[config.mk]
export PLATFORM = sky130hd
export DESIGN_NAME = memory_arbiter
export DESIGN_NICKNAME = d
export VERILOG_FILES = /design/src/rtl/memory_arbiter.sv
export SDC_FILE = /design/constraint.sdc
export NUM_CORES = 1
export LEC_CHECK = 0
export CAP_MARGIN = 20
export CORE_AREA = 5 5 284 286
export DETAILED_ROUTE_END_ITERATION = 16
export DIE_AREA = 0 0 289 291
export HOLD_SLACK_MARGIN = 0.12
export PLACE_DENSITY = 0.53
export SETUP_SLACK_MARGIN = 0.2
export SLEW_MARGIN = 20
export SYNTH_ARGS = -nofsm -noshare
export SYNTH_HDL_FRONTEND = slang
export SYNTH_SLANG_ARGS = --single-unit
[constraint.sdc]
create_clock -name CLK -period 2.21 [get_ports CLK]
set_input_delay 0.221 -clock CLK [delete_from_list [all_inputs] [get_ports CLK]]
set_output_delay 0.221 -clock CLK [all_outputs]
set_load 0.05 [all_outputs]
[src/rtl/memory_arbiter.sv]
`timescale 1ns/1ps
// Arbitrates the shared block memory between the instruction cache (read-only)
// and the data cache (read/write), one grant at a time, always via IDLE.
//
// state   | meaning
// IDLE    | no grant; memory strobes low, busywaits mirror the requests
// GRANT_D | data cache owns the memory port until its transaction completes
// GRANT_I | instruction cache owns the memory port until its transaction completes
module memory_arbiter #(
  parameter int ADDR_WIDTH  = 28,
  parameter int BLOCK_WIDTH = 128,
  parameter bit ROUND_ROBIN = 1'b1
) (
  input  logic                   CLK,
  input  logic                   RESET,
  input  logic                   D_MEM_READ,
  input  logic                   D_MEM_WRITE,
  input  logic [ADDR_WIDTH-1:0]  D_MEM_ADDRESS,
  input  logic [BLOCK_WIDTH-1:0] D_MEM_WRITEDATA,
  output logic [BLOCK_WIDTH-1:0] D_MEM_READDATA,
  output logic                   D_MEM_BUSYWAIT,
  input  logic                   I_MEM_READ,
  input  logic [ADDR_WIDTH-1:0]  I_MEM_ADDRESS,
  output logic [BLOCK_WIDTH-1:0] I_MEM_READDATA,
  output logic                   I_MEM_BUSYWAIT,
  output logic                   MEM_READ,
  output logic                   MEM_WRITE,
  output logic [ADDR_WIDTH-1:0]  MEM_ADDRESS,
  output logic [BLOCK_WIDTH-1:0] MEM_WRITEDATA,
  input  logic [BLOCK_WIDTH-1:0] MEM_READDATA,
  input  logic                   MEM_BUSYWAIT
);

  typedef enum logic [1:0] {IDLE, GRANT_D, GRANT_I} state_t;

  state_t                 state_q, state_d;
  logic                   started_q, started_d;
  logic                   last_q, last_d;
  logic                   rd_q, rd_d;
  logic                   wr_q, wr_d;
  logic [BLOCK_WIDTH-1:0] d_rdata_q, d_rdata_d;
  logic [BLOCK_WIDTH-1:0] i_rdata_q, i_rdata_d;

  logic d_req, i_req, complete, d_wins;

  assign d_req    = D_MEM_READ | D_MEM_WRITE;
  assign i_req    = I_MEM_READ;
  assign complete = started_q & ~MEM_BUSYWAIT;
  // On a tie, D wins unless round-robin is on and D had the previous grant.
  assign d_wins   = d_req & (~i_req | ~ROUND_ROBIN | ~last_q);

  always_ff @(posedge CLK) begin
    if (RESET) begin
      state_q   <= IDLE;
      started_q <= 1'b0;
      last_q    <= 1'b0;
      rd_q      <= 1'b0;
      wr_q      <= 1'b0;
      d_rdata_q <= '0;
      i_rdata_q <= '0;
    end else begin
      state_q   <= state_d;
      started_q <= started_d;
      last_q    <= last_d;
      rd_q      <= rd_d;
      wr_q      <= wr_d;
      d_rdata_q <= d_rdata_d;
      i_rdata_q <= i_rdata_d;
    end
  end

  always_comb begin
    state_d        = state_q;
    started_d      = started_q;
    last_d         = last_q;
    rd_d           = rd_q;
    wr_d           = wr_q;
    d_rdata_d      = d_rdata_q;
    i_rdata_d      = i_rdata_q;
    MEM_READ       = 1'b0;
    MEM_WRITE      = 1'b0;
    MEM_ADDRESS    = '0;
    MEM_WRITEDATA  = '0;
    D_MEM_READDATA = d_rdata_q;
    I_MEM_READDATA = i_rdata_q;
    D_MEM_BUSYWAIT = d_req;
    I_MEM_BUSYWAIT = i_req;

    case (state_q)
      IDLE: begin
        if (d_wins) begin
          state_d   = GRANT_D;
          started_d = 1'b0;
          last_d    = 1'b1;
        end else if (i_req) begin
          state_d   = GRANT_I;
          started_d = 1'b0;
          last_d    = 1'b0;
        end
      end

      GRANT_D: begin
        // Once memory has started, the strobes are replayed from the latched copy
        // so a late withdrawal cannot cut the transaction short.
        MEM_READ       = started_q ? rd_q : D_MEM_READ;
        MEM_WRITE      = started_q ? wr_q : D_MEM_WRITE;
        MEM_ADDRESS    = D_MEM_ADDRESS;
        MEM_WRITEDATA  = D_MEM_WRITEDATA;
        D_MEM_READDATA = MEM_READDATA;
        D_MEM_BUSYWAIT = started_q ? ~complete : d_req;
        if (!started_q) begin
          rd_d = D_MEM_READ;
          wr_d = D_MEM_WRITE;
        end
        if (MEM_BUSYWAIT) started_d = 1'b1;
        if (complete) begin
          d_rdata_d = MEM_READDATA;
          state_d   = IDLE;
        end else if (!started_q && !d_req) begin
          state_d = IDLE;
        end
      end

      GRANT_I: begin
        MEM_READ       = started_q ? rd_q : I_MEM_READ;
        MEM_ADDRESS    = I_MEM_ADDRESS;
        I_MEM_READDATA = MEM_READDATA;
        I_MEM_BUSYWAIT = started_q ? ~complete : i_req;
        if (!started_q) begin
          rd_d = I_MEM_READ;
          wr_d = 1'b0;
        end
        if (MEM_BUSYWAIT) started_d = 1'b1;
        if (complete) begin
          i_rdata_d = MEM_READDATA;
          state_d   = IDLE;
        end else if (!started_q && !i_req) begin
          state_d = IDLE;
        end
      end

      default: state_d = IDLE;
    endcase
  end

endmodule

==> impl.org <==
** Synth
- Synthesis produced roughly 1700 cells.
- Synthesized netlist net count :: just under 2000
- Post-synthesis instance area :: roughly 13000 um2
- The Yosys step of the flow raised 0 warnings.
- Number of register bits inferred by synthesis :: about 260
- Unique masters post-synth :: 27
- Fraction of synthesized cell area taken by the top area cell type :: 39.03%
- Post-synthesis cell type with the largest combined area :: dfxtp_1
- By area the synthesized netlist is led by dfxtp_1 39%, mux2_2 22%, nand2_1 14%, a21oi_1 9.7%, and2_1 6.1%.
- Share of synthesized area occupied by flip-flops and latches :: 39.03%
- Per-instance average area after synthesis :: just over 8 um2

** Global routing
- Overall track demand over capacity in global routing :: between 10% and 20%
- Global-route wire length before repair :: 117500 um
- Entering global routing, the biggest net connects between 80 and 90 pins.
- Global routing finished with a remaining overflow of 0.
- Via count of the first global-routing pass :: 14594
- The number of antenna violations at the first check in global routing was 3.

** Worst setup path
- Type of the worst setup path :: flip-flop to primary output
- The worst setup path is captured at a primary output.
- Largest stage delay, worst path :: ~0.36 ns
- CP Launch Type :: flip-flop
- The worst register-to-register path ends at state_q[0]$_SDFFE_PP0P_.
- Data on the critical path is required at its endpoint by 1.99 ns.
- The slowest stage of the critical path is the dfxtp_4 cell.
- The worst register-to-register path has a setup slack of 0.32 ns.
- Data arrives at the worst endpoint at around 2.1 ns.
- The worst register-to-register path has a depth of 8.
- The worst register-to-register path begins at state_q[1]$_SDFFE_PP0P_.
- Crit path cell chain :: inv_4 -> buf_6 -> ha_4 -> buf_12 -> buf_8 -> buf_16 -> a22oi_2 -> nor2b_4 -> buf_12
- Worst path most repeated cell :: buf_12
- Along the worst path, the maximum fanout reaches 6.

** Detailed routing
- Number of DRC markers in iteration 0 :: approximately 750
- Dividing the detail-routed wire length by the instance count gives 24.73 um.
- Via-per-instance ratio :: approximately 4.2
- The final layout contains routed wiring with a total length of 87190 um.
- In this run the remaining antenna-violating nets after routing total 0.
- Count of vias placed by the detailed router :: approximately 15000
- Total iterations of the first detailed-routing run :: 5
- DRC violations left :: 0

** Pwr
- Total power divided by cell area :: 835.0 nW/um2
- Leakage power :: roughly 0.011 uW
- Peak supply drop :: 0.5142 mV

** Clock tree
- CTS saw 262 sinks.
- Master cell of the clock root buffer :: clkbuf_16
- CTS buffer count :: 34
- Maximum level of the CTS H-tree :: 2
- Register clock-pin slew on the reported worst setup and hold paths :: 0.06 ns
- Buffer depth of the longest clock path :: 3
- TritonCTS built the clock tree.
- Clock latency on the worst-skew pair :: 0.54 ns
- Buffers inserted to repair hold after CTS numbered 0.

** Place
- Post-DP HPWL :: 64610 um
- Placer's final routability congestion estimate :: around 1
- Count of input and output buffers :: 733
- At the placement stage, the worst setup path has a slack of 0.1361 ns.

** STA
- The total count of max-transition violations in the final report was 0.
- Setup violations remaining at the end of the flow were counted as 234.
- Worst clock skew :: 0.01886 ns
- Worst Tran Pin Value :: 0.4530 ns
- Post-route clock period utilization :: 106.5%
- F_max :: 424.7 MHz
- Hold timing on the final database bottoms out at a slack of about 0.18 ns.
- Setup repair after global routing could not meet its margin everywhere.
- Counting I/O delays and the setup requirement, the final critical path takes 2.355 ns.
- After layout, the worst setup slack is -0.1446 ns.
- The final-report hold violation count came to 0.
- Normalized max-slew margin :: 69.80%

** Layout
- The post-route netlist has between 40% and 50% of its cells at a drive strength greater than 1.
- # nets final :: approximately 2800
- The layout has about 7900 filler cells.
- Relative to the synthesized area, the layout overhead comes to 110.4%.

** Hold path
- Worst-case hold path end point :: last_q$_SDFFE_PP0P_
- In this run the worst hold path is classified as input port to flip-flop.
- The worst hold path begins at RESET.
- The worst hold path passes through 2 cells.

** Flow run
- Across the run, the number of max-cap violations was 0.

** Outcome
- The final reports fail on negative setup slack.
- Result of the run :: finished with violations

** Die
- Boundary pin count :: about 730
- The die is between 200 and 300 um wide.
- Measured along the y axis, the die boundary spans 291 um.
- Count of standard-cell rows :: around 100
- The floorplan step defined a die boundary enclosing ~84000 um2.
- Initial core utilization :: between 10% and 20%
- After floorplanning, the core was sized to cover 78100 um2.
-- worst max-delay path, delay by kind of cell, from the launching register on --
family                   cells  cell delay [ns]
flip-flops                   1             0.36
buffers and inverters        6             0.72
AO/OA/AOI/OAI                1             0.25
adder cells (fa/ha/maj)      1             0.19
AND/OR/NAND/NOR              1             0.08
-- sequential cells by signal, indices dropped and copies added, names as in the netlist --
register	cells
i_rdata_q	128
started_q	1
last_q	1
state_q	2
wr_q	1
rd_q	1
d_rdata_q	128
-- through the flow --
| step | utilization [%] | total power, uW | std cells | setup TNS [ns] | area, um2 |
|---|---|---|---|---|---|
| final | 36.20 | 23610 | 3526 | -13.16 | 28270 |
| after floorplan | - | 10190 | 1662 | 0 | 13510 |
| after global placement | 29.84 | 14940 | 3376 | 0 | 23300 |
| after CTS | 33.93 | 22400 | 3496 | -27.53 | 26500 |
| after global routing | 36.19 | 24330 | 3525 | -37.69 | 28270 |
| after detailed placement | 29.84 | 14910 | 3376 | 0 | 23300 |
-- synth_stat cells (all sizes together) --
master	n
o32ai	1
nor2	5
a2bb2oi	1
or3	1
nand2	519
nor3	2
and2	131
a311oi	1
a22oi	29
dfxtp	262
or4	1
buf	60
o31ai	1
and2b	1
nor2b	29
mux2i	2
inv	3
o211ai	1
nand3	2
o21ai	4
clkbuf	80
nand2b	2
a21oi	261
a32o	1
mux2	258
ha	4
-- cell families (layout without fill, tap and decap cells) --
family	count (synthesis)	after routing	share of synthesized area, %
fa+ha+maj	4	4	0.3724
other cells	0	3	0
compound gates	300	300	11.87
buf+inv	143	954	4.478
simple gates	693	693	22.48
mux	260	260	21.77
flops	262	262	39.03
-- metal layers --
metal	vias to the layer above	wire length, um	global-route usage, %
li1	7115	-	-
met1	7207	40340	27.08
met2	472	40190	30.40
met3	63	5589	4.808
met4	2	1059	2.740
met5	-	13	0
-- how the worst max path moves through the flow --
stage / startpoint / to / cells past startpoint
4_1_cts: state_q[0]$_SDFFE_PP0P_ / D_MEM_READDATA[65] / 7
3_5_place_dp: MEM_BUSYWAIT / d_rdata_q[58]$_SDFFE_PP0P_ / 6
6_report: state_q[1]$_SDFFE_PP0P_ / MEM_ADDRESS[17] / 9
2_1_floorplan: state_q[0]$_SDFFE_PP0P_ / I_MEM_READDATA[100] / 6
3_3_place_gp: MEM_BUSYWAIT / d_rdata_q[88]$_SDFFE_PP0P_ / 6
5_1_grt: state_q[1]$_SDFFE_PP0P_ / MEM_ADDRESS[17] / 9
-- cell usage in the layout, fill, tap and decap left out, types with 2 or more instances in the layout --
cell type and instances:
inv_6 2, ha_4 4, and2_1 11, clkbuf_16 43, clkbuf_8 10, a22oi_2 29
nand2_1 517, buf_8 106, dfxtp_1 260, nor2_1 5, nor2b_2 9, nor3_1 2
o21ai_0 2, mux2_2 151, clkbuf_1 6, buf_4 124, a21oi_1 261, and2_4 120
clkdlybuf4s50_1 316, mux2i_1 2, diode_2 3, bufinv_16 3, buf_16 28, clkinv_4 2
buf_6 112, buf_12 193, clkinv_2 5, nand2_4 2, nand2b_1 2, mux2_4 107
nor2b_4 20
-- cell type report --
class / count / area [um2] / area share (%)
Tap cell: 1050 / 1314 / 4.647
Antenna cell: 3 / 7.507 / 0.02656
Clock inverter: 13 / 166.4 / 0.5887
Sequential cell: 262 / 5250 / 18.57
Clock buffer: 49 / 997.2 / 3.527
Multi-Input combinational cell: 1257 / 8701 / 30.78
Inverter: 3 / 13.76 / 0.04869
Timing Repair Buffer: 889 / 11820 / 41.81
-- where the power goes --
part / internal (uW) / switching, uW / total (uW)
Combinational: 6120 / 6870 / 13000
Sequential: 4790 / 37.7 / 4820
Clock: 3510 / 2280 / 5800
Total: 14400 / 9190 / 23600
-- timing repair --
action,4_1_cts,5_1_grt
endpoints found under the setup margin,455,416
gates resized for setup,289,401
setup buffers,35,18
endpoints found under the hold margin,0,0
pin swaps,18,61
gates cloned,23,9
(Power assumes the default switching activity.)
